<file path="src/rtl/sprite_mem_arbiter.sv">
// Sprite memory arbiter: shares one single-ported sprite memory between single-cycle
// CPU accesses and fixed-length GPU read bursts, with a starvation bound on CPU wait.
module sprite_mem_arbiter #(
    parameter int unsigned ADDR_W       = 8,
    parameter int unsigned DATA_W       = 32,
    parameter int unsigned GPU_BURST    = 4,
    parameter int unsigned MAX_CPU_WAIT = 8
) (
    input  logic              clk,
    input  logic              rst_n,
    input  logic              cpu_re,
    input  logic              cpu_we,
    input  logic [ADDR_W-1:0] cpu_addr,
    input  logic [3:0]        cpu_action,
    input  logic [DATA_W-1:0] cpu_wdata,
    output logic              cpu_stall,
    output logic              cpu_rvalid,
    output logic [DATA_W-1:0] cpu_rdata,
    input  logic              gpu_req,
    input  logic [ADDR_W-1:0] gpu_addr,
    output logic              gpu_gnt,
    output logic              gpu_rvalid,
    output logic [DATA_W-1:0] gpu_rdata,
    output logic              gpu_done,
    output logic              mem_re,
    output logic              mem_we,
    output logic [ADDR_W-1:0] mem_addr,
    output logic [3:0]        mem_action,
    output logic [DATA_W-1:0] mem_wdata,
    input  logic [DATA_W-1:0] mem_rdata
);

    localparam int unsigned BEAT_W   = (GPU_BURST > 1) ? $clog2(GPU_BURST) : 1;
    localparam int unsigned STARVE_W = (MAX_CPU_WAIT > 0) ? $clog2(MAX_CPU_WAIT + 1) : 1;
    localparam logic [BEAT_W-1:0]   LAST_BEAT  = BEAT_W'(GPU_BURST - 1);
    localparam logic [STARVE_W-1:0] STARVE_MAX = STARVE_W'(MAX_CPU_WAIT);

    typedef enum logic [1:0] {
        S_IDLE    = 2'd0,
        S_CPU_ACC = 2'd1,
        S_GPU_RD  = 2'd2
    } state_e;

    state_e              state_q, state_d;
    logic [BEAT_W-1:0]   beat_q, beat_d;
    logic [ADDR_W-1:0]   base_q, base_d;
    logic [STARVE_W-1:0] starve_q, starve_d;
    logic                cpu_rvalid_q, cpu_rvalid_d;
    logic                gpu_rvalid_q, gpu_rvalid_d;
    logic                gpu_done_q, gpu_done_d;
    logic                cpu_pending;
    logic                cpu_starved;

    assign cpu_pending = cpu_re | cpu_we;
    assign cpu_starved = cpu_pending && (starve_q >= STARVE_MAX);
    assign cpu_stall   = cpu_pending && (state_q != S_CPU_ACC);

    always_ff @(posedge clk) begin
        if (!rst_n) begin
            state_q      <= S_IDLE;
            beat_q       <= '0;
            base_q       <= '0;
            starve_q     <= '0;
            cpu_rvalid_q <= 1'b0;
            gpu_rvalid_q <= 1'b0;
            gpu_done_q   <= 1'b0;
        end else begin
            state_q      <= state_d;
            beat_q       <= beat_d;
            base_q       <= base_d;
            starve_q     <= starve_d;
            cpu_rvalid_q <= cpu_rvalid_d;
            gpu_rvalid_q <= gpu_rvalid_d;
            gpu_done_q   <= gpu_done_d;
        end
    end

    // Arbitration and burst sequencing; the GPU wins ties until the CPU has starved.
    always_comb begin
        state_d = state_q;
        beat_d  = beat_q;
        base_d  = base_q;
        case (state_q)
            S_IDLE: begin
                if (gpu_req && !cpu_starved) begin
                    state_d = S_GPU_RD;
                    base_d  = gpu_addr;
                    beat_d  = '0;
                end else if (cpu_pending) begin
                    state_d = S_CPU_ACC;
                end
            end
            S_CPU_ACC: state_d = S_IDLE;
            S_GPU_RD: begin
                if (beat_q == LAST_BEAT) begin
                    state_d = S_IDLE;
                    beat_d  = '0;
                end else begin
                    beat_d = beat_q + BEAT_W'(1);
                end
            end
            default: state_d = S_IDLE;
        endcase
    end

    always_comb begin
        starve_d = starve_q;
        if (state_q == S_CPU_ACC) begin
            starve_d = '0;
        end else if (cpu_stall && (starve_q != STARVE_MAX)) begin
            starve_d = starve_q + STARVE_W'(1);
        end
    end

    // Memory port mux: CPU access passes its held request straight through.
    always_comb begin
        mem_re     = 1'b0;
        mem_we     = 1'b0;
        mem_addr   = '0;
        mem_action = '0;
        mem_wdata  = '0;
        case (state_q)
            S_CPU_ACC: begin
                mem_we     = cpu_we;
                mem_re     = cpu_re & ~cpu_we;
                mem_addr   = cpu_addr;
                mem_action = cpu_action;
                mem_wdata  = cpu_wdata;
            end
            S_GPU_RD: begin
                mem_re   = 1'b1;
                mem_addr = base_q + ADDR_W'(beat_q);
            end
            default: ;
        endcase
    end

    always_comb begin
        cpu_rvalid_d = (state_q == S_CPU_ACC) && cpu_re && !cpu_we;
        gpu_rvalid_d = (state_q == S_GPU_RD);
        gpu_done_d   = (state_q == S_GPU_RD) && (beat_q == LAST_BEAT);
    end

    assign cpu_rvalid = cpu_rvalid_q;
    assign cpu_rdata  = cpu_rvalid_q ? mem_rdata : '0;
    assign gpu_gnt    = (state_q == S_GPU_RD);
    assign gpu_rvalid = gpu_rvalid_q;
    assign gpu_rdata  = gpu_rvalid_q ? mem_rdata : '0;
    assign gpu_done   = gpu_done_q;

endmodule

</file>
<file path="config.mk">
export PLATFORM = sky130hd
export DESIGN_NAME = sprite_mem_arbiter
export DESIGN_NICKNAME = d
export VERILOG_FILES = /design/src/rtl/sprite_mem_arbiter.sv
export SDC_FILE = /design/constraint.sdc
export NUM_CORES = 1
export LEC_CHECK = 0
export ABC_AREA = 1
export BUFFER_PORTS_ARGS = -buffer_cell sky130_fd_sc_hd__buf_2
export CORE_UTILIZATION = 30
export DETAILED_ROUTE_END_ITERATION = 6
export PLACE_DENSITY = 0.81
export SYNTH_ARGS = -nofsm -noshare
export SYNTH_HDL_FRONTEND = slang
export SYNTH_SLANG_ARGS = --single-unit
</file>
<file path="constraint.sdc">
create_clock -name clk -period 2.4 [get_ports clk]
set_input_delay 0.12 -clock clk [delete_from_list [all_inputs] [get_ports clk]]
set_output_delay 0.12 -clock clk [all_outputs]
set_load 0.05 [all_outputs]
</file>
==> out/metrics.cfg, run 1 <==
[floorplan]
num_rows = 28
start_util = 0.3187
io_pins = 204
core_area_sq_um = 6061
die_x_microns = 82.25
die_height_microns = 82.25
die_area_sq_um = 6764

[sta]
clock_skew_ns = 0.002452
fin_crit_sh = 0.8922
clock.fmax_ghz = 0.4670
max_slew_margin = 0.7407
tightest_slew_ns = 0.3889
finalHoldViolations = 0
setup_tns_ns = 0
setup_viol = 0
fin_crit_ns = 2.141
rsz0062_at_grt = false
drv_slew = 0

[synth]
synth-edff-count = 0
synthArstFlopShare = 0
synthCells = 373
syn_area_sq_um = 1932
synth_seq_cells = 19
avgSynthCellArea_sq_um = 5.179
synth_top_family_by_area = simple AND/OR/NAND/NOR gates
yosysSeqAreaShare = 0.1969
yosys-top-cells-count = nand2_1 (135), inv_1 (122), a21oi_1 (23), dfxtp_1 (19), o21ai_0 (13)
yosysUniqueCellTypes = 28
synth.area.mux_share = 0
yosys.area_share.simple = 0.3394
yosysMostFrequentCell = nand2_1
synth-adder-area-share = 0.06218
synth_xor_xnor_area_share = 0.009067
synth_compound_area_frac = 0.1133
synth.top_cell.area_share = 0.2623
synthTopCellsByArea = nand2_1 (26%), inv_1 (24%), dfxtp_1 (20%)
ys.flop_type = dfxtp_1
yosys.area.top_type = nand2_1
syn_nets = 471
synth_warnings = 0

[cells_and_area]
nFillCells = 603
nets = 668
syn2layout_area_growth_pct = 57.97
n_antenna_cell = 0
final_util = 0.5035
final_cells = 644
layout-drive-gt1-share = 0.3814

[drt]
vias_per_cell = 4.211
wl_per_cell_microns = 10.32
first_iter_violations = 88
dr.pass1.iters = 4
routed_wl_mm = 6.648
drc = 0
ant_nets = 0
vias = 2712

[place]
place_congestion = 0.8712
io_buffer_count = 203
dp_hpwl_mm = 5.686
dp_cells = 640

[worst_setup_path]
worstSetupEndpointType = output pin
startpoint_type = flop
critical_path_class = reg -> out
cp.arrival_ns = 2.02
crit_fanout = 4
worst-endpoint-required_ns = 2.28

[clock_network]
cts_setup_buffers = 0
cts-root-buf = clkbuf_8
clock_latency_ns = 0.25
clk_pin_slew_ns = 0.07
clockBufferDepth = 2
cts-htree-levels = 1
post_cts_resized = 0
numCtsBuffers = 3
cts_sinks = 19
cts_tree = done
postCtsHoldBufs = 0

[global_routing]
grt_pass1_vias = 2158
track_usage = 0.1721
antenna_found_initial = 0
grt_pass1_wl_mm = 9.080
grt_overflow = 0
grt_start_max_net_pins = 42

[pwr]
total_power_mw = 1.767
ir_worst_vdd_uv = 379.9
p_leak_nw = 2.559
power_density_nw_per_um2 = 579.0

[worst_hold_path]
hp-class = in -> reg

[job]
drv_cap = 0

[outcome]
outcome = complete, no violations

flip-flops by register name (all words and copies together), names as in the netlist:
name and cells:
base_q 8, starve_q 4, state_q 2, beat_q 2, gpu_rvalid 1, cpu_rvalid 1
gpu_done 1
layout make-up:
type | instances | area [sq um] | area share
Timing Repair Buffer | 206 | 1051 | 0.3444
Inverter | 125 | 469.2 | 0.1538
Clock buffer | 4 | 45.04 | 0.01476
Tap cell | 75 | 93.84 | 0.03075
Sequential cell | 19 | 380.4 | 0.1246
Multi-Input combinational cell | 215 | 1012 | 0.3317
path summary, 6_finish.rpt:
check	startpoint	endpoint	slack, ns	cells past startpoint
setup reg to reg	state_q[0]	state_q[0]	0.91	7
setup / recovery	beat_q[0]	mem_addr[2]	0.26	8
hold / removal	gpu_addr[4]	base_q[4]	0.15	3
hold reg to reg	base_q[0]	base_q[0]	0.46	2
placed cells by master, fill, tap and decap left out, drive strengths merged:
| cell | synthesis | layout |
|---|---|---|
| nand3 | 11 | 11 |
| ha | 8 | 8 |
| nor2 | 11 | 11 |
| a21oi | 23 | 23 |
| and2 | 1 | 1 |
| dfxtp | 19 | 19 |
| nand3b | 1 | 1 |
| fa | 1 | 1 |
| xor2 | 1 | 1 |
| a31oi | 1 | 1 |
| buf | 7 | 206 |
| o21ai | 16 | 16 |
| clkinv | 1 | 1 |
| clkbuf | 7 | 4 |
| inv | 124 | 124 |
| or2 | 1 | 1 |
| xnor2 | 1 | 1 |
| nor3 | 1 | 1 |
| o211ai | 1 | 1 |
| nand2 | 137 | 137 |
cells by family (layout without fill, tap and decap cells):
family	count (synthesis)	after routing
and+or+nand+nor	163	163
xor gates and xnor gates	2	2
buffers and inverters	139	335
adders and majority gates	9	9
AOI/OAI and AO/OA	41	41
DFF	19	19
worst max-delay path: stages, from the launching register on:
cell and delay (ns):
dfxtp_1 0.35, ha_1 0.23, fa_1 0.39, nand2_1 0.12, inv_1 0.08, nor2_1 0.08
o21ai_0 0.09, a21oi_1 0.15, buf_2 0.29
power by group:
part	switching, mW	total, mW	internal, mW
clock network	0.100	0.218	0.118
logic	0.874	1.16	0.282
registers	0.0328	0.393	0.360
metal layers:
metal  part of all wire  track usage
met5                  0            0
met4             0.0044      0.04035
met3              0.069      0.03297
met2               0.52       0.3322
met1               0.41       0.1909
metrics by stage:
step | setup slack (ns) | hold slack, ns | instance area, sq um
floorplan | 0.2199 | 0.2543 | 1932
global placement | 0.6005 | 0.4016 | 3007
detailed placement | 0.5609 | 0.4126 | 3007
CTS | 0.2762 | 0.1468 | 3052
global route | 0.1187 | 0.1661 | 3052
finish | 0.2587 | 0.1500 | 3052
Power figures use the tool's default switching activity.
==> run 2: changes to the inputs <==
CORE_MARGIN = 2   (was default)
==> out/metrics.cfg, run 2 (synthesized netlist as in run 1, its figures left out) <==
[cells_and_area]
layout_commonest_cell = buf_2
n_antenna_cell = 0
layout-drive-gt1-share = 0.3814
nets = 668
seqCellArea_sq_um = 380.4
reg_top3 = base_q: 8 flops, starve_q: 4 flops
nFillCells = 648
final_cell_mix = buf_2 (203), nand2_1 (135), inv_1 (122), a21oi_1 (23), dfxtp_1 (19)
multi_input_area_sq_um = 1012
largest_register = base_q
syn2layout_area_growth_pct = 57.45
largest_reg_flops = 8

[sta]
setup_tns_ns = 0
clock_skew_ns = 0.002735
rsz0062_at_grt = false
fin_crit_sh = 0.8917
hold_ws_ns = 0.1367
clock.fmax_ghz = 0.4673
fin_crit_ns = 2.140
setup_viol = 0
finalHoldViolations = 0
drv_slew = 0
max_slew_margin = 0.7230
tightest_slew_ns = 0.4154

[worst_setup_path]
crit_fanout = 4
cpPeakStageDelay_ns = 0.40
critPathBufInv = 2
rr_worst_depth = 7
cp.arrival_ns = 2.02
cp_top_family = adder cells
critical_path.slowest_cell = fa_1
worst-endpoint-required_ns = 2.28
critical_path_class = reg -> out
regToRegSetupSlack_ns = 0.83
worstSetupEndpointType = output pin
r2r-end = beat_q[0]
reg2reg_from = state_q[0]
startpoint_type = flop
crit_path_cell_trace = ha_1 -> fa_1 -> nand2_1 -> inv_1 -> nor2_1 -> o21ai_0 -> a21oi_1 -> buf_2

[clock_network]
clockBufferDepth = 2
cts_tree = done
postCtsHoldBufs = 0
cts-root-buf = clkbuf_8
post_cts_resized = 0
cts-htree-levels = 1
clk_pin_slew_ns = 0.07
cts_sinks = 19
cts_setup_buffers = 0
numCtsBuffers = 3
clock_latency_ns = 0.26

[pwr]
p_leak_nw = 2.556
ir_worst_vdd_uv = 405.5
total_power_mw = 1.766
power_density_nw_per_um2 = 580.7

[worst_hold_path]
hp-class = in -> reg
hold_end = base_q[6]
hp-start = gpu_addr[6]
hold_depth = 3

[drt]
drc = 0
routed.top_layer = met4
ant_nets = 0
routed_wl_mm = 6.675
wl_per_cell_microns = 10.33
vias = 2697
first_iter_violations = 90
vias_per_cell = 4.175
dr.pass1.iters = 4
met3_length_microns = 493
wl_met2_mm = 3.477
wl_met1_mm = 2.686

[job]
drv_cap = 0

[floorplan]
die_height_microns = 84.25
die_x_microns = 84.25
start_util = 0.3078
die_area_sq_um = 7097
core_area_sq_um = 6277
num_rows = 29
io_pins = 204

[place]
dp_hpwl_mm = 5.536
io_buffer_count = 203
place_congestion = 0.9010

[global_routing]
grt_pass1_vias = 2378
grt_overflow = 0
grt_pass1_wl_mm = 10.69
grt_start_max_net_pins = 45
antenna_found_initial = 0
track_usage = 0.1763

[outcome]
outcome = complete, no violations

run 2: worst reg2reg max path, stage by stage, from the launching register on:
cell     delay [ns]
dfxtp_1        0.32
inv_1          0.08
ha_1           0.41
inv_2          0.14
or2_1          0.27
nand2_1        0.10
nand2_1        0.06
a21oi_1        0.12
run 2: power breakdown:
part           internal, mW  switching, mW
registers             0.360         0.0369
logic                 0.273          0.869
clock network         0.118          0.110
run 2: area by class of cell:
class / count / area share
repair buffers: 206 / 0.3414
multi-input cells: 215 / 0.3328
inverters: 125 / 0.1543
flip-flops and latches: 19 / 0.1251
well taps: 77 / 0.03167
clock buffers: 4 / 0.01481
run 2: how the worst max path moves through the flow:
stage / cells after the start / end / slack [ns] / startpoint
CTS: 8 / mem_addr[2] / 0.25 / beat_q[0]
global placement: 8 / mem_addr[2] / 0.58 / beat_q[0]
floorplan: 7 / mem_addr[2] / 0.22 / state_q[0]
detailed placement: 8 / mem_addr[2] / 0.54 / beat_q[0]
global route: 8 / mem_addr[6] / 0.15 / beat_q[0]
finish: 8 / mem_addr[2] / 0.26 / beat_q[0]
run 2: per-stage QoR:
| step | setup slack (ns) | utilization | std cells | area (sq um) |
|---|---|---|---|---|
| global route | 0.1501 | 0.4846 | 646 | 3042 |
| floorplan | 0.2199 | - | 373 | 1932 |
| CTS | 0.2546 | 0.4846 | 646 | 3042 |
| finish | 0.2600 | 0.4846 | 646 | 3042 |
| global placement | 0.5840 | 0.4774 | 642 | 2997 |
| detailed placement | 0.5413 | 0.4774 | 642 | 2997 |
run 2: routing by layer:
metal | vias up | GRT usage
met1 | 1169 | 0.2007
met2 | 90 | 0.3434
met5 | - | 0
met3 | 2 | 0.03147
li1 | 1436 | -
met4 | 0 | 0.02933
